**config.mk**
```make
export PLATFORM = sky130hd
export DESIGN_NAME = glitch_injector_multi
export DESIGN_NICKNAME = d
export VERILOG_FILES = /design/src/rtl/glitch_pkg.sv /design/src/rtl/glitch_injector_multi_lfsr.sv /design/src/rtl/glitch_injector_multi.sv
export SDC_FILE = /design/constraint.sdc
export NUM_CORES = 1
export LEC_CHECK = 0
export CAP_MARGIN = 20
export CORE_UTILIZATION = 50
export DETAILED_ROUTE_END_ITERATION = 16
export MAX_ROUTING_LAYER = met4
export PLACE_DENSITY = 0.7
export SETUP_SLACK_MARGIN = 0.1
export SLEW_MARGIN = 30
export SYNTH_ARGS = -nofsm -noshare
export SYNTH_HDL_FRONTEND = slang
export SYNTH_SLANG_ARGS = --single-unit
```
**constraint.sdc**
```tcl
create_clock -name clk -period 9.9 [get_ports clk]
set_clock_uncertainty 0.1 [all_clocks]
set_input_delay 0.99 -clock clk [delete_from_list [all_inputs] [get_ports clk]]
set_output_delay 0.99 -clock clk [all_outputs]
set_load 0.03 [all_outputs]
```
**src/rtl/glitch_pkg.sv**
```systemverilog
// Shared types and LFSR definition for the multi-channel glitch injector.
package glitch_pkg;

  typedef enum logic [1:0] {
    PASS  = 2'd0,
    RAND  = 2'd1,
    XOR   = 2'd2,
    STUCK = 2'd3
  } glitch_mode_e;

  typedef enum logic [2:0] {
    IDLE   = 3'd0,
    ARMED  = 3'd1,
    DELAY  = 3'd2,
    INJECT = 3'd3,
    DONE   = 3'd4
  } glitch_state_e;

  localparam logic [31:0] LFSR_TAPS = 32'h8020_0003;

  // One step of the right-shifting Galois LFSR.
  function automatic logic [31:0] lfsr_next(input logic [31:0] s);
    return s[0] ? ((s >> 1) ^ LFSR_TAPS) : (s >> 1);
  endfunction

endpackage

```
**src/rtl/glitch_injector_multi_lfsr.sv**
```systemverilog
// Free-running 32-bit Galois LFSR used as the random corruption source.
module glitch_lfsr
  import glitch_pkg::*;
#(
  parameter logic [31:0] SEED = 32'd17
) (
  input  logic        clk,
  input  logic        reset,
  output logic [31:0] q
);

  localparam logic [31:0] INIT = (SEED == 32'd0) ? 32'd1 : SEED;

  logic [31:0] lfsr_q;
  logic [31:0] lfsr_d;

  always_comb lfsr_d = lfsr_next(lfsr_q);

  always_ff @(posedge clk or posedge reset) begin
    if (reset) lfsr_q <= INIT;
    else       lfsr_q <= lfsr_d;
  end

  assign q = lfsr_q;

endmodule

```
**src/rtl/glitch_injector_multi.sv**
```systemverilog
// Inline register stage on CHANNELS buses that corrupts selected channels in a
// scheduled window (delay, duration, repeats) after arm/trigger.
module glitch_injector_multi
  import glitch_pkg::*;
#(
  parameter int unsigned WIDTH    = 8,
  parameter int unsigned CHANNELS = 2,
  parameter int unsigned SEED     = 17,
  parameter int unsigned CNT_W    = 16
) (
  input  logic                      clk,
  input  logic                      reset,
  input  logic [CHANNELS*WIDTH-1:0] in,
  output logic [CHANNELS*WIDTH-1:0] out,
  input  logic [1:0]                mode,
  input  logic [CHANNELS-1:0]       chan_sel,
  input  logic [WIDTH-1:0]          mask,
  input  logic [CNT_W-1:0]          delay,
  input  logic [CNT_W-1:0]          duration,
  input  logic [7:0]                repeats,
  input  logic                      arm,
  input  logic                      trigger,
  input  logic                      abort,
  output logic                      busy,
  output logic                      injecting,
  output logic                      done,
  output logic [CNT_W-1:0]          glitch_count
);

  glitch_state_e            state_q, state_d;
  glitch_mode_e             mode_q, mode_d;
  logic [CHANNELS-1:0]      sel_q, sel_d;
  logic [WIDTH-1:0]         mask_q, mask_d;
  logic [CNT_W-1:0]         delay_q, delay_d;
  logic [CNT_W-1:0]         dur_q, dur_d;
  logic [7:0]               rep_cfg_q, rep_cfg_d;
  logic [CNT_W-1:0]         cnt_q, cnt_d;
  logic [7:0]               rep_q, rep_d;
  logic [CNT_W-1:0]         gcount_q, gcount_d;
  logic                     busy_q, busy_d;
  logic                     inj_q, inj_d;
  logic                     done_q, done_d;
  logic [CHANNELS*WIDTH-1:0] out_q, out_d;
  logic [31:0]              lfsr;

  glitch_lfsr #(.SEED(32'(SEED))) u_lfsr (
    .clk   (clk),
    .reset (reset),
    .q     (lfsr)
  );

  if (WIDTH < 32) begin : g_lfsr_hi
    logic lfsr_hi_unused;
    assign lfsr_hi_unused = ^lfsr[31:WIDTH];
  end

  // Schedule FSM, configuration latch and injection counter.
  always_comb begin
    state_d   = state_q;
    mode_d    = mode_q;
    sel_d     = sel_q;
    mask_d    = mask_q;
    delay_d   = delay_q;
    dur_d     = dur_q;
    rep_cfg_d = rep_cfg_q;
    cnt_d     = cnt_q;
    rep_d     = rep_q;
    gcount_d  = gcount_q;
    if (abort) begin
      state_d = IDLE;
    end else begin
      case (state_q)
        IDLE: if (arm) begin
          state_d   = ARMED;
          mode_d    = glitch_mode_e'(mode);
          sel_d     = chan_sel;
          mask_d    = mask;
          delay_d   = delay;
          dur_d     = (duration == '0) ? CNT_W'(1) : duration;
          rep_cfg_d = (repeats == 8'd0) ? 8'd1 : repeats;
          gcount_d  = '0;
        end
        ARMED: if (trigger) begin
          rep_d = rep_cfg_q;
          if (delay_q != '0) begin
            state_d = DELAY;
            cnt_d   = delay_q - CNT_W'(1);
          end else begin
            state_d = INJECT;
            cnt_d   = dur_q - CNT_W'(1);
          end
        end
        DELAY: begin
          if (cnt_q == '0) begin
            state_d = INJECT;
            cnt_d   = dur_q - CNT_W'(1);
          end else begin
            cnt_d = cnt_q - CNT_W'(1);
          end
        end
        INJECT: begin
          if (gcount_q != '1) gcount_d = gcount_q + CNT_W'(1);
          if (cnt_q == '0) begin
            rep_d = rep_q - 8'd1;
            if (rep_q == 8'd1) begin
              state_d = DONE;
            end else if (delay_q != '0) begin
              state_d = DELAY;
              cnt_d   = delay_q - CNT_W'(1);
            end else begin
              cnt_d = dur_q - CNT_W'(1);
            end
          end else begin
            cnt_d = cnt_q - CNT_W'(1);
          end
        end
        DONE:    state_d = IDLE;
        default: state_d = IDLE;
      endcase
    end
    busy_d = (state_q != IDLE) && !abort;
    inj_d  = (state_q == INJECT) && !abort;
    done_d = (state_q == DONE) && !abort;
  end

  // Per-channel corruption, keyed off the registered injecting flag.
  for (genvar c = 0; c < CHANNELS; c++) begin : g_chan
    logic             hit;
    logic [WIDTH-1:0] g_c;
    logic [WIDTH-1:0] o_c;
    always_comb begin
      hit = inj_q && sel_q[c];
      g_c = '0;
      if (hit) begin
        case (mode_q)
          RAND:    g_c = lfsr[WIDTH-1:0];
          XOR:     g_c = mask_q;
          default: g_c = '0;
        endcase
      end
      if (hit && (mode_q == STUCK)) o_c = mask_q;
      else                          o_c = in[c*WIDTH +: WIDTH] ^ g_c;
    end
    assign out_d[c*WIDTH +: WIDTH] = o_c;
  end

  always_ff @(posedge clk or posedge reset) begin
    if (reset) begin
      state_q   <= IDLE;
      mode_q    <= PASS;
      sel_q     <= '0;
      mask_q    <= '0;
      delay_q   <= '0;
      dur_q     <= '0;
      rep_cfg_q <= '0;
      cnt_q     <= '0;
      rep_q     <= '0;
      gcount_q  <= '0;
      busy_q    <= 1'b0;
      inj_q     <= 1'b0;
      done_q    <= 1'b0;
      out_q     <= '0;
    end else begin
      state_q   <= state_d;
      mode_q    <= mode_d;
      sel_q     <= sel_d;
      mask_q    <= mask_d;
      delay_q   <= delay_d;
      dur_q     <= dur_d;
      rep_cfg_q <= rep_cfg_d;
      cnt_q     <= cnt_d;
      rep_q     <= rep_d;
      gcount_q  <= gcount_d;
      busy_q    <= busy_d;
      inj_q     <= inj_d;
      done_q    <= done_d;
      out_q     <= out_d;
    end
  end

  assign out          = out_q;
  assign busy         = busy_q;
  assign injecting    = inj_q;
  assign done         = done_q;
  assign glitch_count = gcount_q;

endmodule

```
# ---- Word level (Yosys, flattened, before mapping)
# Cells that the tools add are included.
dict set report totals {
  regBits 146
  out_inout_bits 35
  word_cells 94
}
dict set report op_classes {
  addsub 5
  eq_ne 19
  mux 29
  n_bitwise 4
  reduce_logical 22
}
# op count
set ops {}
lappend ops {{$mux W16} 8}
lappend ops {{$mux W8} 7}
lappend ops {{$pmux W16 S3} 1}
lappend ops {{$sub A16 B1 Y16 const B} 3}
lappend ops {{$logic_not A16 Y1} 2}
lappend ops {{$mux W32} 1}
lappend ops {{$pmux W16 S2} 1}
lappend ops {{$pmux W8 S2} 2}
lappend ops {{$mux W3} 7}
lappend ops {{$add A16 B1 Y16 const B} 1}
lappend ops {{$ne A16 B16 Y1 const B} 1}
lappend ops {{$reduce_bool A16 Y1} 1}
lappend ops {{$xor A8 B8 Y8} 2}
lappend ops {{$ne A3 B3 Y1 const B} 5}
lappend ops {{$pmux W3 S4} 1}
lappend ops {{$reduce_and A4 Y1} 3}
lappend ops {{$eq A8 B1 Y1 const B} 1}
lappend ops {{$logic_not A8 Y1} 1}
lappend ops {{$ne A2 B2 Y1 const B} 4}
lappend ops {{$sub A8 B1 Y8 const B} 1}
lappend ops {{$logic_and A1 B1 Y1} 7}
lappend ops {{$eq A3 B2 Y1 const B} 2}
lappend ops {{$reduce_bool A3 Y1} 2}
lappend ops {{$reduce_and A5 Y1} 1}
lappend ops {{12 further kinds} 14}

# ---- Longest topological paths before layout
# Gate-level depths: netlist of run 1.
dict set report logic_depth {
  depth_word 6
  depth_mapped 10
  ltp_nobuf 8
}

# ---- Modules after synthesis
# A second synthesis of run 1 with hierarchy kept.
dict set report hier_totals {
  cells_unflattened 829
  hier_area_um2 7465.9
}
# mod instances cells_per_inst area_each_um2 seq_area_each_um2
set modules_own_cells {}
lappend modules_own_cells {glitch_injector_multi 1 764 6414.9 2852.7}
lappend modules_own_cells {glitch_lfsr 1 65 1051.0 803.3}

# ---- Worst setup path before layout of run 1
# No wires, ideal clock.
dict set report synth_path {
  path_kind {input-to-reg}
  start {input port abort}
  end {register gcount_q[11] (netlist: glitch_count[11])}
  arrival_ns 2.202
  required_time_ns 9.668
  setup_slack_ns 7.467
  path_stages 6
  n_path_buf 0
  path_cell_list {and4bb_1 nand4_1 a41oi_1 nand4_1 xnor2_1 nor2_1}
}
dict set report synth_between {
  elab_chain_cells 2
}
# item line_no
set synth_rtl {}
lappend synth_rtl {{from (decl)} glitch_injector_multi.sv:23} ;# input logic abort,
lappend synth_rtl {{$not A1 Y1 (no source line)} -}
lappend synth_rtl {{$reduce_and A4 Y1 (no source line)} -}
lappend synth_rtl {{to (signal assigned)} glitch_injector_multi.sv:173} ;# gcount_q <= gcount_d;
lappend synth_rtl {{to (decl)} glitch_injector_multi.sv:39} ;# logic [CNT_W-1:0] gcount_q, gcount_d;
# No other way between the ends.
# A chain may end at the register's enable or synchronous reset.

# ---- Final worst setup path of run 1
dict set report layout_path {
  start {input port abort}
  end {register gcount_q[6] (netlist: glitch_count[6])}
}
# The elaborated chain is that of the path after synthesis.

==> out/results.tsv, run 1 <==
metric	value	unit
Routed Antenna Nets	0	
Crit path max-delay family	simple AND/OR/NAND/NOR gates	
htree depth	4	
Period Utilization, post-route	29.55	%
I/O pins	108	
initial antenna violation count	0	
post-route setup slack	6975	ps
Slowest cell on crit path	clkdlybuf4s50_1	
Hold Path Class	reg -> reg	
largest area contributor in the netlist	dfrtp_1	
root buffer cell	clkbuf_16	
final setup violation count	0	
setup TNS	0	ps
DRT Pass-1 Iters	6	
max_cap viols	0	
post-DP HPWL	12690	µm
vias per inst	5.634	
GRT Util Overall	26.20	%
Buffers on Ports	107	
Clock Path Buffers	2	
Layout Nets	976	
total global routing overflow	0	
synth top area cells	dfrtp_1 (49%), nand2_1 (9.8%), nor2_1 (4.3%), xor2_1 (3.7%), o21ai_0 (3.0%)	
DRC violations left	0	
FMAX	341.8	MHz
Area Overhead vs Synth	24.03	%
CP cell instances	clkdlybuf4s50_1, and4bb_1, nand3_1, a31oi_1, nand4_1, xor2_1, nor2_1	
Place WS	6583	ps
Buf/Inv on CP	1	
power density over the cells	224.4	nW/µm²
fin crit period	2925	ps
layout cells sized above 1	6.291	%
Peak VDD IR	0.1316	mV
Mapped Nets	886	
CTS tree	yes	
DIE HEIGHT	123.0	µm
core footprint	14100	µm²
count of final hold-check violations	0	
multi-input logic area	3448	µm²
asr flop ratio synth	100.0	%
CP arrival	3110	ps
n_diodes	0	
Seq/Total Area, Yosys	49.95	%
CP max FO	7	
TritonCTS sink count	146	
P_int	1.326	mW
Sw Pwr	0.7115	mW
Synth Area per Inst	9.115	µm²
post-synth top area share	49.23	%
Synth Warn #	0	
count of hold buffers inserted by post-cts repair	0	
Setup Fix Bufs, Post-CTS	0	
vias post-DR	6118	
number of global-route vias before repair	5927	
Slew Viols, Final	0	
FF+latch area	3656	µm²
Rows	43	
CP endpoint kind	flip-flop	
worst path required time	10090	ps
hold slack	246.6	ps
largest net degree at the start of global routing	78	
register clock-pin slew on the reported worst setup and hold paths	60	ps
die width	123.0	µm
max incr delay on CP	520	ps
Post-synth EDFFs	0	
Clk pwr share	30.6	%
CTS buffer count	17	
Logic pwr share	26.2	%
Synth cell types	65	
mapped cell area	7320	µm²
Seq pwr share	43.2	%
crit path launch type	input pin	
switching portion of total power	34.92	%
total power	2.038	mW
Gates resized, CTS repair	0	
Yosys reg bits	146	
clk_lat worst skew	430	ps
Slew @ Worst Pin	977.4	ps
full die area	15130	µm²
global-route wire length before repair	29410	µm
DRT iter0 DRCs	599	
WL final	17910	µm
Placer Congestion	0.8687	
critical path type	in -> reg	
Slew headroom	34.60	%
Leakage	3.912	nW
Top FF cell, synth	dfrtp_1	
wire per inst	16.49	µm
Initial Util	51.93	%
status	finished clean	
RSZ-0062 raised after global routing	false	
Fillers	1117	
Syn Inst Count	803	
==> cells in the final DEF (no fill, tap or decap), types with 4 or more instances in the layout <==
| cell | count |
|---|---|
| a21oi_1 | 23 |
| a22oi_1 | 22 |
| a31oi_1 | 12 |
| and3_1 | 4 |
| and4_1 | 4 |
| buf_4 | 4 |
| clkbuf_16 | 17 |
| clkdlybuf4s50_1 | 107 |
| dfrtp_1 | 144 |
| ha_1 | 10 |
| inv_1 | 16 |
| mux2i_1 | 20 |
| nand2_1 | 191 |
| nand2b_1 | 4 |
| nand3_1 | 19 |
| nand4_1 | 9 |
| nor2_1 | 82 |
| nor3_1 | 20 |
| nor4_1 | 11 |
| nor4_2 | 4 |
| o211ai_1 | 5 |
| o21ai_0 | 44 |
| o22a_1 | 4 |
| or3_1 | 6 |
| or4_1 | 5 |
| xnor2_1 | 12 |
| xor2_1 | 31 |
==> logic make-up (layout without fill, tap and decap cells) <==
| kind of cell | Yosys count | count (layout) | share of synthesized area [%] |
|---|---|---|---|
| xor+xnor | 43 | 43 | 5.145 |
| mux | 21 | 21 | 2.889 |
| simple gates | 383 | 383 | 24.36 |
| fa+ha+maj | 10 | 10 | 1.709 |
| buf+inv | 57 | 160 | 3.060 |
| compound gates | 143 | 143 | 12.89 |
| flops | 146 | 146 | 49.95 |
==> routing by layer <==
layer  global-route usage (%)  wire length [µm]
met4                    7.154               155
met3                    6.596              1170
met5                        -                 0
met1                    36.92              8621
met2                    37.61              7959
==> synth_stat cells, types with 3 or more instances <==
| master | instances |
|---|---|
| nand2_1 | 191 |
| dfrtp_1 | 144 |
| nor2_1 | 83 |
| o21ai_0 | 44 |
| clkbuf_1 | 33 |
| xor2_1 | 31 |
| a21oi_1 | 23 |
| a22oi_1 | 22 |
| mux2i_1 | 20 |
| nand3_1 | 20 |
| nor3_1 | 20 |
| inv_1 | 17 |
| a31oi_1 | 12 |
| xnor2_1 | 12 |
| nor4_1 | 11 |
| ha_1 | 10 |
| nand4_1 | 9 |
| or3_1 | 6 |
| and3_1 | 5 |
| buf_2 | 5 |
| o211ai_1 | 5 |
| or4_1 | 5 |
| and4_1 | 4 |
| nand2b_1 | 4 |
| nor4_2 | 4 |
| o22a_1 | 4 |
| a211oi_1 | 3 |
| a41oi_1 | 3 |
| nor2b_1 | 3 |
| nor3b_1 | 3 |
| nor4_4 | 3 |
| o2111ai_1 | 3 |
==> path summary, 6_finish.rpt <==
kind,startpoint,end,slack (ps),cells after the start
worst max-delay path,abort,glitch_count[6],6970,7
worst min-delay path,u_lfsr.q[15],u_lfsr.q[14],250,0
worst max register to register,cnt_q[0],cnt_q[9],7210,8
worst min register to register,u_lfsr.q[15],u_lfsr.q[14],250,0
max in group asynchronous,reset,out[3],7430,3
min in group asynchronous,reset,rep_cfg_q[7],960,2
==> stage by stage <==
step	cell area [µm²]	util (%)	cells
2_1_floorplan	7320	-	803
5_1_grt	9079	64.41	1086
3_5_place_dp	8497	60.28	1054
4_1_cts	9076	64.39	1086
6_report	9079	64.41	1086
3_3_place_gp	8497	60.28	1054
==> power groups by stage <==
| stage | logic, mW | registers [mW] | clock network (mW) |
|---|---|---|---|
| 4_1_cts | 0.533 | 0.878 | 0.638 |
| 6_report | 0.533 | 0.881 | 0.623 |
| 3_3_place_gp | 0.518 | 0.880 | 0 |
| 2_1_floorplan | 0.378 | 0.858 | 0 |
| 3_5_place_dp | 0.530 | 0.888 | 0 |
| 5_1_grt | 0.599 | 0.901 | 0.667 |
==> flip-flops by register name (all words and copies together) (netlist names), 16 cells and up <==
signal / cells
delay_q: 16
glitch_count: 16
dur_q: 16
cnt_q: 16
out: 16
u_lfsr.q: 32
==> cell type report <==
type | instances | share of cell area (%)
multi-input cells | 600 | 37.98
inverters | 17 | 0.7580
clock buffers | 20 | 4.920
clock inverters | 12 | 1.461
flip-flops and latches | 146 | 40.27
repair buffers | 111 | 12.13
well taps | 180 | 2.481
No activity file was read; power rests on OpenSTA's default activity.
==> run 2, diff against run 1 <==
==> constraint.sdc (replaced) <==
create_clock -name clk -period 2.9 [get_ports clk]
set_clock_uncertainty 0.1 [all_clocks]
set_input_delay 0.29 -clock clk [delete_from_list [all_inputs] [get_ports clk]]
set_output_delay 0.29 -clock clk [all_outputs]
set_load 0.03 [all_outputs]
==> out/results.tsv, run 2 (synthesized netlist as in run 1, its figures left out) <==
metric	value	unit	change
status	finished clean		unchanged
die width	123.0	µm	unchanged
DRC violations left	0		unchanged
Place WS	349.6	ps	was 6583 ps
number of global-route vias before repair	6047		was 5,927
DRT iter0 DRCs	461		was 599
commonest non-fill, non-tap cell in the layout	nand2_1		unchanged
Slowest cell on crit path	and4_1		was clkdlybuf4s50_1
CP max FO	15		was 7
initial antenna violation count	0		unchanged
dpl cells	1065		was 1,054
total power	7.038	mW	was 2.038 mW
vias per inst	5.689		was 5.634
critical path type	reg -> reg		was in -> reg
power density over the cells	767.4	nW/µm²	was 224.4 nW/µm²
Gates resized, CTS repair	0		unchanged
hold slack	106.0	ps	was 246.6 ps
count of hold buffers inserted by post-cts repair	0		unchanged
layout cells sized above 1	7.197	%	was 6.291%
fin crit period	2487	ps	
htree depth	4		unchanged
Rows	43		unchanged
Slew @ Worst Pin	646.0	ps	was 977.4 ps
Placement Cell Area	8603	µm²	was 8497 µm²
Final Cell Area	9171	µm²	was 9079 µm²
Initial Util	51.93	%	unchanged
count of final hold-check violations	0		unchanged
total global routing overflow	0		unchanged
final setup violation count	0		unchanged
Setup Fix Bufs, Post-CTS	0		unchanged
setup TNS	0	ps	unchanged
multi-input logic area	3448	µm²	unchanged
largest net degree at the start of global routing	96		was 78
CP cell instances	inv_1, ha_1, nor3b_1, and4_1, a41oi_2, buf_4, o2111ai_1, nand3_1		was clkdlybuf4s50_1, and4bb_1, nand3_1, a31oi_1, nand4_1, xor2_1, nor2_1
post-route setup slack	413.4	ps	was 6975 ps
Layout Nets	987		was 976
CP endpoint kind	flip-flop		unchanged
Slew headroom	56.93	%	was 34.60%
vias post-DR	6241		was 6,118
final std cells w/o fill	1097		was 1,086
max incr delay on CP	440	ps	was 520 ps
Clock Path Buffers	2		unchanged
I/O pins	108		unchanged
n_diodes	0		unchanged
commonest non-fill, non-tap cells in the layout	nand2_1 (191), dfrtp_1 (144), clkdlybuf4s50_1 (107), nor2_1 (82), o21ai_0 (44)		unchanged
wire per inst	17.23	µm	was 16.49 µm
Slew Viols, Final	0		unchanged
crit path launch type	flip-flop		was input pin
worst path required time	3090	ps	was 10,090 ps
max reg flops	32		unchanged
CTS tree	yes		unchanged
Hold Path Class	in -> async		was reg -> reg
GRT Util Overall	27.28	%	was 26.20%
WL final	18900	µm	was 17,910 µm
Routed Antenna Nets	0		unchanged
CTS buffer count	17		unchanged
register clock-pin slew on the reported worst setup and hold paths	60	ps	about the same
Peak VDD IR	0.5048	mV	was 0.1316 mV
global-route wire length before repair	30430	µm	was 29,410 µm
fin util	65.06	%	was 64.41%
full die area	15130	µm²	unchanged
Buffers on Ports	107		unchanged
Area Overhead vs Synth	25.30	%	was 24.03%
RSZ-0062 raised after global routing	false		unchanged
CP arrival	2680	ps	was 3110 ps
FMAX	402.2	MHz	
R2R cell count	8		unchanged
Fillers	1153		was 1,117
max_cap viols	0		unchanged
post-DP HPWL	13440	µm	was 12,690 µm
DIE HEIGHT	123.0	µm	unchanged
FF+latch area	3656	µm²	unchanged
core footprint	14100	µm²	unchanged
DRT Pass-1 Iters	5		was 6
Period Utilization, post-route	85.74	%	
clk_lat worst skew	420	ps	was 430 ps
TritonCTS sink count	146		unchanged
Placer Congestion	0.8472		was 0.8687
root buffer cell	clkbuf_16		unchanged
Leakage	3.966	nW	was 3.912 nW
[run 2: cell types whose count changed in the layout (fill, tap and decap cells not counted)]
cell	change
clkinvlp_4	+1
clkinv_2	+1
inv_6	-2
buf_4	+9
buf_12	+2
clkbuf_1	+2
clkinv_4	-2
[run 2: final timing paths]
check	start	end	slack, ps
max	cnt_q[0]	cnt_q[2]	410
max in group asynchronous	reset	u_lfsr.q[19]	1760
min	reset	dur_q[0]	110
max reg2reg	cnt_q[0]	cnt_q[2]	410
min reg2reg	u_lfsr.q[15]	u_lfsr.q[14]	250
min in group clk	u_lfsr.q[15]	u_lfsr.q[14]	250
[run 2: layout make-up]
cell class	instances	share of cell area, %
clock buffers	22	4.952
clock inverters	10	1.214
inverters	17	0.7367
multi-input cells	600	37.60
flip-flops and latches	146	39.86
well taps	180	2.456
repair buffers	122	13.18
[run 2: critical path: cells and delay by family (launching register included)]
family	cells	cell delay, ps
fa+ha+maj	1	150
simple gates	3	830
compound gates	2	460
buf+inv	2	410
flops	1	400
[run 2: per-layer routing]
layer	up-vias	global-route usage [%]	wire, µm
li1	2989	-	-
met3	12	5.812	1066
met2	183	39.78	8679
met5	-	-	0
met1	3057	38.61	9001
met4	0	7.229	155
[run 2: where the power goes]
| group | switching [mW] | internal, mW | leakage (nW) | total [mW] |
|---|---|---|---|---|
| Combinational | 1.09 | 0.807 | 1.85 | 1.90 |
| Sequential | 0.556 | 2.47 | 1.84 | 3.03 |
| Clock | 0.828 | 1.28 | 0.270 | 2.11 |
==> run 3, diff against run 2 <==
--- a/config.mk
+++ b/config.mk
@@ -8,6 +8,7 @@
 export CAP_MARGIN = 20
 export CORE_UTILIZATION = 50
 export DETAILED_ROUTE_END_ITERATION = 16
+export GPL_ROUTABILITY_DRIVEN = 0
 export MAX_ROUTING_LAYER = met4
 export PLACE_DENSITY = 0.7
 export SETUP_SLACK_MARGIN = 0.1
@@ -15,3 +16,4 @@
 export SYNTH_ARGS = -nofsm -noshare
 export SYNTH_HDL_FRONTEND = slang
 export SYNTH_SLANG_ARGS = --single-unit
+export TNS_END_PERCENT = 100
==> out/results.tsv, run 3 (synthesized netlist as in run 1, its figures left out) <==
metric	value	unit	change
critical path type	reg -> reg		unchanged
post-DP HPWL	13260	µm	was 13,440 µm
TritonCTS sink count	146		unchanged
layout cells sized above 1	6.783	%	was 7.197%
r2r setup slk	370	ps	was 410 ps
full die area	15130	µm²	unchanged
status	finished clean		unchanged
initial antenna violation count	0		unchanged
worst path required time	3100	ps	was 3090 ps
DIE HEIGHT	123.0	µm	unchanged
Placement Cell Area	8608	µm²	was 8603 µm²
n_diodes	0		unchanged
CTS tree	yes		unchanged
Clock Path Buffers	2		unchanged
final setup violation count	0		unchanged
WL final	18300	µm	was 18,900 µm
DRT Pass-1 Iters	7		was 5
Final Cell Area	9139	µm²	was 9171 µm²
Peak VDD IR	0.5589	mV	was 0.5048 mV
fin util	64.83	%	was 65.06%
Setup Fix Bufs, Post-CTS	0		unchanged
CP cell instances	inv_1, ha_1, nor3b_2, and4_1, nor2_1, nor3_1, mux2i_1, nor2_1		was inv_1, ha_1, nor3b_1, and4_1, a41oi_2, buf_4, o2111ai_1, nand3_1
R2R cell count	8		unchanged
Slew @ Worst Pin	901.0	ps	was 646.0 ps
Hold Path Class	in -> async		unchanged
commonest non-fill, non-tap cells in the layout	nand2_1 (191), dfrtp_1 (144), clkdlybuf4s50_1 (107), nor2_1 (83), o21ai_0 (44)		was nand2_1 (191), dfrtp_1 (144), clkdlybuf4s50_1 (107), nor2_1 (82), o21ai_0 (44)
DRT iter0 DRCs	592		was 461
crit path launch type	flip-flop		unchanged
CTS buffer count	17		unchanged
count of final hold-check violations	0		unchanged
root buffer cell	clkbuf_16		unchanged
GRT met1 Usage	36.91	%	was 38.61%
vias per inst	5.777		was 5.689
Routed Antenna Nets	0		unchanged
CP max FO	14		was 15
Leakage	3.953	nW	was 3.966 nW
largest net degree at the start of global routing	67		was 96
GR peak layer	met2		unchanged
power density over the cells	753.5	nW/µm²	was 767.4 nW/µm²
GRT Util Overall	26.58	%	was 27.28%
number of global-route vias before repair	6008		was 6,047
Slowest cell on crit path	nor2_1		was and4_1
core footprint	14100	µm²	unchanged
Slew Viols, Final	0		unchanged
Period Utilization, post-route	87.25	%	was 85.74%
Area Overhead vs Synth	24.85	%	was 25.30%
total power	6.886	mW	was 7.038 mW
Rows	43		unchanged
Initial Util	51.93	%	unchanged
register clock-pin slew on the reported worst setup and hold paths	60	ps	about the same
DRC violations left	0		unchanged
CP endpoint kind	flip-flop		unchanged
routing usage on met2	39.33	%	was 39.78%
max_cap viols	0		unchanged
die width	123.0	µm	unchanged
wire per inst	16.72	µm	was 17.23 µm
Critical Path Most Common Cell	nor2_1		
total global routing overflow	0		unchanged
FMAX	395.2	MHz	was 402.2 MHz
met3 global-route usage	5.351	%	was 5.812%
commonest non-fill, non-tap cell in the layout	nand2_1		unchanged
clk_lat worst skew	420	ps	about the same
FF-to-FF End	state_q[0]		was cnt_q[2]
global-route wire length before repair	30000	µm	was 30,430 µm
worst r2r src	cnt_q[0]		unchanged
max incr delay on CP	720	ps	was 440 ps
fin crit period	2530	ps	was 2487 ps
Slew headroom	39.71	%	was 56.93%
RSZ-0062 raised after global routing	false		unchanged
htree depth	4		unchanged
setup TNS	0	ps	unchanged
vias post-DR	6320		was 6,241
Layout Nets	986		was 987
I/O pins	108		unchanged
CP arrival	2730	ps	was 2680 ps
max reg flops	32		unchanged
Buffers on Ports	107		unchanged
==> run 3: changes by cell type in the layout (fill, tap and decap cells not counted), sizes merged <==
cell,change
bufinv,-2
clkinvlp,-2
clkbuf,+4
clkinv,-2
buf,-1
==> run 3: final cells by class <==
class                           instances  area, µm²
Inverter                               17      67.56
Fill cell                            1172       4957
Clock inverter                          4      26.28
Sequential cell                       146       3656
Timing Repair Buffer                  121       1214
Multi-Input combinational cell        600       3451
Tap cell                              180      225.2
Clock buffer                           26      499.2
==> run 3: worst max-delay path by stage <==
stage | startpoint | end | slack, ps | cells past startpoint
after global placement | cnt_q[0] | state_q[0] | 390 | 8
after detailed placement | cnt_q[0] | state_q[0] | 300 | 8
final | cnt_q[0] | state_q[0] | 370 | 8
after CTS | cnt_q[0] | state_q[0] | 270 | 8
after floorplan | reset | busy | 680 | 1
after global routing | delay_q[6] | cnt_q[14] | 180 | 6
==> run 3: repair_timing <==
action                                  4_1_cts  5_1_grt
gates resized for setup                       0        1
hold buffers                                  0        0
endpoints found under the setup margin        0        3
==> run 3: worst max-delay path, delay by kind of cell (launching register included) <==
kind / cells / cell delay, ps
fa+ha+maj: 1 / 200
simple gates: 5 / 1460
mux: 1 / 200
flops: 1 / 380
buf+inv: 1 / 80
==> run 3: routing by layer <==
layer / part of all wire (%) / routed length, µm
met1: 47 / 8620
met2: 46 / 8370
met3: 5.8 / 1065
met4: 1.3 / 239
met5: 0 / 0
==> run 3: power breakdown <==
group,total (mW),internal (mW),switching (mW)
logic,1.89,0.803,1.09
clock network,1.96,1.17,0.787
registers,3.04,2.47,0.567
==> run 3: per-stage QoR <==
step | hold WS, ps | setup WS, ps | instances
finish | 159.3 | 369.9 | 1094
global route | 214.9 | 182.0 | 1094
CTS | 167.7 | 268.6 | 1094
detailed placement | 234.7 | 303.2 | 1064
global placement | 234.4 | 388.5 | 1064
floorplan | 231.2 | 678.6 | 803
